--- config.mk ---
export PLATFORM = sky130hd
export DESIGN_NAME = muldiv_unit
export DESIGN_NICKNAME = d
export VERILOG_FILES = /design/src/rtl/muldiv_unit.sv
export SDC_FILE = /design/constraint.sdc
export NUM_CORES = 1
export LEC_CHECK = 0
export CAP_MARGIN = 10
export CORE_UTILIZATION = 40
export DETAILED_ROUTE_END_ITERATION = 8
export GPL_ROUTABILITY_DRIVEN = 0
export PLACE_DENSITY = 0.58
export SLEW_MARGIN = 40
export SYNTH_ARGS = -nofsm -noshare
export SYNTH_HDL_FRONTEND = slang
export SYNTH_SLANG_ARGS = --single-unit
--- constraint.sdc ---
create_clock -name clk -period 9.9 [get_ports clk]
set_input_delay 2.475 -clock clk [delete_from_list [all_inputs] [get_ports clk]]
set_output_delay 2.475 -clock clk [all_outputs]
set_load 0.01 [all_outputs]
--- src/rtl/muldiv_unit.sv ---
// Iterative multiply/divide unit: shift-add multiply, restoring divide, one bit per cycle.
// Optional divider datapath is built only when MULDIV_DIV_EN is defined.
//
// state | meaning
// IDLE  | waiting; also the one-cycle operand-latch slot after an accepted start
// CALC  | WIDTH iterations on operand magnitudes
// FIX   | sign correction, loads hi/lo
// DONE  | done pulse; a new start is accepted here
module muldiv_unit #(
  parameter int WIDTH = 32
) (
  input  logic             clk,
  input  logic             rst,
  input  logic             start,
  input  logic [1:0]       op,
  input  logic [WIDTH-1:0] a,
  input  logic [WIDTH-1:0] b,
  input  logic             cancel,
  output logic             busy,
  output logic             done,
  output logic [WIDTH-1:0] hi,
  output logic [WIDTH-1:0] lo,
  output logic             div_zero
);
  localparam int CW = (WIDTH > 1) ? $clog2(WIDTH) : 1;

  typedef enum logic [1:0] {S_IDLE, S_CALC, S_FIX, S_DONE} state_t;

  state_t           r_state;
  logic             r_pend;
  logic [1:0]       r_op;
  logic [WIDTH-1:0] r_a, r_b;
  logic [WIDTH-1:0] r_acc_hi, r_acc_lo;
  logic [CW-1:0]    r_cnt;
  logic             r_done, r_dz;
  logic [WIDTH-1:0] r_hi, r_lo;

  logic             w_signed, w_a_neg, w_b_neg, w_neg_res, w_accept;
  logic [WIDTH-1:0] w_a_mag, w_b_mag;
  logic [WIDTH:0]   w_sum;
  logic [2*WIDTH-1:0] w_prod, w_prod_fix;
  logic [WIDTH-1:0] w_fix_hi, w_fix_lo;

  assign w_signed  = ~r_op[0];
  assign w_a_neg   = w_signed & r_a[WIDTH-1];
  assign w_b_neg   = w_signed & r_b[WIDTH-1];
  assign w_neg_res = w_a_neg ^ w_b_neg;
  assign w_a_mag   = w_a_neg ? -r_a : r_a;
  assign w_b_mag   = w_b_neg ? -r_b : r_b;
  assign w_accept  = start & ~cancel & ~r_pend & ((r_state == S_IDLE) | (r_state == S_DONE));

  // Multiplier magnitude shifts out of lo while the product shifts in from the top
  assign w_sum      = {1'b0, r_acc_hi} + (r_acc_lo[0] ? {1'b0, w_a_mag} : '0);
  assign w_prod     = {r_acc_hi, r_acc_lo};
  assign w_prod_fix = w_neg_res ? -w_prod : w_prod;

`ifdef MULDIV_DIV_EN
  logic [WIDTH:0]   w_shift;
  logic [WIDTH-1:0] w_diff;
  logic             w_ge;

  assign w_shift = {r_acc_hi, r_acc_lo[WIDTH-1]};
  assign w_ge    = (w_shift >= {1'b0, w_b_mag});
  assign w_diff  = w_shift[WIDTH-1:0] - w_b_mag;

  always_comb begin
    w_fix_hi = w_prod_fix[2*WIDTH-1:WIDTH];
    w_fix_lo = w_prod_fix[WIDTH-1:0];
    if (r_op[1]) begin
      w_fix_hi = w_a_neg ? -r_acc_hi : r_acc_hi;
      w_fix_lo = w_neg_res ? -r_acc_lo : r_acc_lo;
    end
  end
`else
  assign w_fix_hi = w_prod_fix[2*WIDTH-1:WIDTH];
  assign w_fix_lo = w_prod_fix[WIDTH-1:0];
`endif

  always_ff @(posedge clk or posedge rst) begin
    if (rst) begin
      r_state  <= S_IDLE;
      r_pend   <= 1'b0;
      r_op     <= '0;
      r_a      <= '0;
      r_b      <= '0;
      r_acc_hi <= '0;
      r_acc_lo <= '0;
      r_cnt    <= '0;
      r_done   <= 1'b0;
      r_dz     <= 1'b0;
      r_hi     <= '0;
      r_lo     <= '0;
    end else begin
      r_done <= 1'b0;
      r_dz   <= 1'b0;
      if (w_accept) begin
        r_a  <= a;
        r_b  <= b;
        r_op <= op;
      end
      if (cancel) begin
        r_state <= S_IDLE;
        r_pend  <= 1'b0;
      end else begin
        case (r_state)
          S_IDLE: begin
            if (r_pend) begin
              r_pend   <= 1'b0;
              r_acc_hi <= '0;
              r_cnt    <= CW'(WIDTH - 1);
              if (r_op[1]) begin
`ifdef MULDIV_DIV_EN
                if (r_b == '0) begin
                  r_hi    <= r_a;
                  r_lo    <= '1;
                  r_dz    <= 1'b1;
                  r_done  <= 1'b1;
                  r_state <= S_DONE;
                end else begin
                  r_acc_lo <= w_a_mag;
                  r_state  <= S_CALC;
                end
`else
                r_hi    <= '0;
                r_lo    <= '0;
                r_done  <= 1'b1;
                r_state <= S_DONE;
`endif
              end else begin
                r_acc_lo <= w_b_mag;
                r_state  <= S_CALC;
              end
            end else begin
              r_pend <= w_accept;
            end
          end
          S_CALC: begin
`ifdef MULDIV_DIV_EN
            if (r_op[1]) begin
              r_acc_hi <= w_ge ? w_diff : w_shift[WIDTH-1:0];
              r_acc_lo <= {r_acc_lo[WIDTH-2:0], w_ge};
            end else begin
              r_acc_hi <= w_sum[WIDTH:1];
              r_acc_lo <= {w_sum[0], r_acc_lo[WIDTH-1:1]};
            end
`else
            r_acc_hi <= w_sum[WIDTH:1];
            r_acc_lo <= {w_sum[0], r_acc_lo[WIDTH-1:1]};
`endif
            if (r_cnt == '0) r_state <= S_FIX;
            else             r_cnt   <= r_cnt - 1'b1;
          end
          S_FIX: begin
            r_hi    <= w_fix_hi;
            r_lo    <= w_fix_lo;
            r_done  <= 1'b1;
            r_state <= S_DONE;
          end
          default: begin
            r_state <= S_IDLE;
            r_pend  <= w_accept;
          end
        endcase
      end
    end
  end

  assign busy     = (r_state == S_CALC) | (r_state == S_FIX);
  assign done     = r_done;
  assign div_zero = r_dz;
  assign hi       = r_hi;
  assign lo       = r_lo;
endmodule

==> impl_metrics.yaml <==
timing:
  drv_slew: 0
  tightest_slew_ns: 0.734
  min_period_ns: 4.50
  fmax_ghz: 0.222
  tns_ns: 0
  period_share: 0.454
  hold_violations: 0
  fin_ws_ns: 5.40
  slew_headroom: 0.506
  finClkSkew_ns: 0.0162
  setup-violations-final: 0
  rsz0062_at_grt: "false"
route:
  vias: 10400
  wl_per_cell_um: 17.3
  routed_wirelength_mm: 32.8
  avgViaCountPerCell: 5.49
  drtIter0Drc: 783
  drc_errors: 0
  dr.pass1.iters: 5
  ant_nets: 0
critical_path:
  critPathLaunch: "r_state[0]"
  worst-endpoint-required_ns: 7.43
  cp.arrival_ns: 2.02
  cp-end-kind: "primary output"
  path_cells: "inv_1 -> ha_1 -> clkdlybuf4s50_1"
  cp_num_buf_inv: 2
  cpMaxStageDelayCell: "clkdlybuf4s50_1"
  startpoint_type: "flop"
  critPathTopFamily: "buffers and inverters"
  slowest_delay_ns: 0.58
  regToRegStartpoint: "r_op[0]"
  crit_fanout: 4
  path_class: "reg2out"
floorplanning:
  die_y_um: 178
  top_level_ports: 137
  die-area_mm2: 0.0318
  initial_core_util: 0.406
  fp.dieW_um: 178
  fp-row-count: 64
  core-area_mm2: 0.0306
layout:
  layout_commonest_cell: "dfrtp_1"
  finalNonFillerCells: 1890
  post-route-cell-area_mm2: 0.0150
  layout_common_cells: "dfrtp_1, nand2_1, o21ai_0"
  fin_nets: 1588
  fillCellCount: 2933
  final_layout_size_suffix_gt1_frac: 0.0950
  diodes: 0
  area_delta_synth_final_pct: 21.1
global_route:
  grt_overflow: 0
  grt_pass1_vias: 9614
  grtUsageTotal: 0.208
  grt_start_max_net_pins: 128
  grt_antenna_before_repair: 0
  grt_first_pass_wirelength_mm: 52.5
power:
  swShare: 0.428
  power_density_mw_per_mm2: 350
  p_total_mw: 5.26
  internal-power_mw: 3.01
  combPwrFrac: 0.494
  ir_drop_uv: 139
  leakage_nw: 6.17
  power_frac_clock: 0.189
  power_frac_seq: 0.316
  p_sw_mw: 2.25
clocking:
  cts_setup_buffers: 0
  cts_buffers: 24
  htree_num_levels: 1
  clk-insertion-delay-late_ns: 0.52
  path_clk_slew_ns: 0.06
  cts_tree: "yes"
  cts_hold_buf: 0
  clockRootBuffer: "clkbuf_16"
  cts_max_path_buffers: 3
  clock_sinks: 203
  cts.repair.resized: 0
hold_path:
  hold_start: "lo[20]"
  hold_class: "reg2reg"
synth:
  async_flop_share: 1.00
  yosysSeqAreaShare: 0.409
  post_synth_instance_area_mm2: 0.0124
  synth_cell_type_count: 68
  synth_edf_count: 0
  syn_nets: 1492
  ys_warn_count: 0
  synth-seq-cells: 203
  synth.avg_cell_area_um2: 9.00
  ys.flop_type: "dfrtp_1"
  syn_inst: 1380
placed_design:
  placedCellCount: 1846
  dp_hpwl_mm: 24.2
  portBuffers: 135
  detailed_place.area_mm2: 0.0141
  place_ws_ns: 4.77
run:
  cap_violations: 0
outcome:
  status: "complete, no violations"
flip-flops by register name, indices dropped and copies added (netlist names):
signal	flops
r_a	32
r_b	32
r_acc_hi	32
r_state	2
lo	32
r_pend	1
r_cnt	5
r_op	2
done	1
hi	32
r_acc_lo	32
stage by stage:
stage	util	hold WS (ns)
after global placement	0.461	0.463
after CTS	0.491	0.480
final	0.492	0.472
after floorplan	-	0.481
after detailed placement	0.461	0.467
after global routing	0.492	0.503
layer usage:
layer,wire length [µm],vias up,GRT usage
li1,-,5138,-
met1,16900,4914,0.332
met2,13300,292,0.291
met3,2040,36,0.0330
met4,514,0,0.0448
met5,0,-,0
power groups by stage:
stage | Clock, mW | Combinational, mW | Sequential, mW
after global placement | 0 | 2.55 | 1.66
after floorplan | 0 | 1.83 | 1.56
after global routing | 1.06 | 2.90 | 1.72
after detailed placement | 0 | 2.59 | 1.67
after CTS | 1.02 | 2.60 | 1.66
final | 0.997 | 2.60 | 1.66
synth_stat cells, types with 3 or more instances:
cell type	n	share of area
dfrtp_1	203	0.41
nand2_1	171	0.052
o21ai_0	145	0.058
a21oi_1	100	0.040
nor2_1	98	0.030
xnor2_1	74	0.052
clkbuf_1	73	0.022
xor2_1	68	0.048
mux2_2	60	0.054
o31ai_1	44	0.027
ha_1	41	0.041
nor3_1	30	0.012
inv_1	29	0.0088
a31oi_1	18	0.0091
nand3_1	18	0.0073
nand4_1	17	0.0086
or3_1	16	0.0081
nor4_1	15	0.0076
mux2i_1	13	0.010
nand2b_1	13	0.0065
or4_1	12	0.0073
a21o_1	11	0.0066
o41ai_1	10	0.0070
and3_1	7	0.0035
o21bai_1	7	0.0042
nor2b_1	6	0.0030
o211ai_1	6	0.0036
a211oi_1	5	0.0030
or2_2	5	0.0025
a41oi_1	4	0.0028
o31a_1	4	0.0028
and2_1	3	0.0015
buf_1	3	0.00091
nand3b_1	3	0.0018
o21ai_1	3	0.0012
or4_4	3	0.0027
cell type report:
type / count / area (µm²) / share of cell area
inverters: 30 / 125 / 0.00832
repair buffers: 148 / 1460 / 0.0971
flip-flops and latches: 203 / 5080 / 0.338
multi-input cells: 1069 / 6970 / 0.463
clock inverters: 7 / 164 / 0.0109
clock buffers: 37 / 751 / 0.0499
well taps: 396 / 495 / 0.0329
worst register-to-register path: stages, from the launching register on:
cell	delay, ns
dfrtp_1	0.49
nand2b_1	0.50
or3_1	0.45
a21oi_1	0.19
ha_1	0.31
a211oi_1	0.35
o21ai_0	0.28
a211oi_1	0.65
nor4_1	0.20
o21ai_0	0.35
nand4_1	0.15
a32o_1	0.27
path summary, 6_finish.rpt:
kind / slack, ns / endpoint / cells past startpoint
max: 5.40 / busy / 3
min: 0.47 / lo[20] / 2
max reg2reg: 5.59 / r_acc_hi[25] / 11
min reg2reg: 0.47 / lo[20] / 2
max in group asynchronous: 6.29 / r_a[7] / 3
min in group asynchronous: 2.44 / lo[21] / 2
kinds of logic after synthesis:
group / Yosys count / synth area share
DFF: 203 / 0.409
muxes: 73 / 0.0649
other: 1 / 0.000302
and+or+nand+nor: 428 / 0.164
AOI/OAI and AO/OA: 383 / 0.186
xor gates and xnor gates: 142 / 0.100
adders and majority gates: 42 / 0.0429
buffers and inverters: 108 / 0.0330
(Power assumes the default switching activity.)
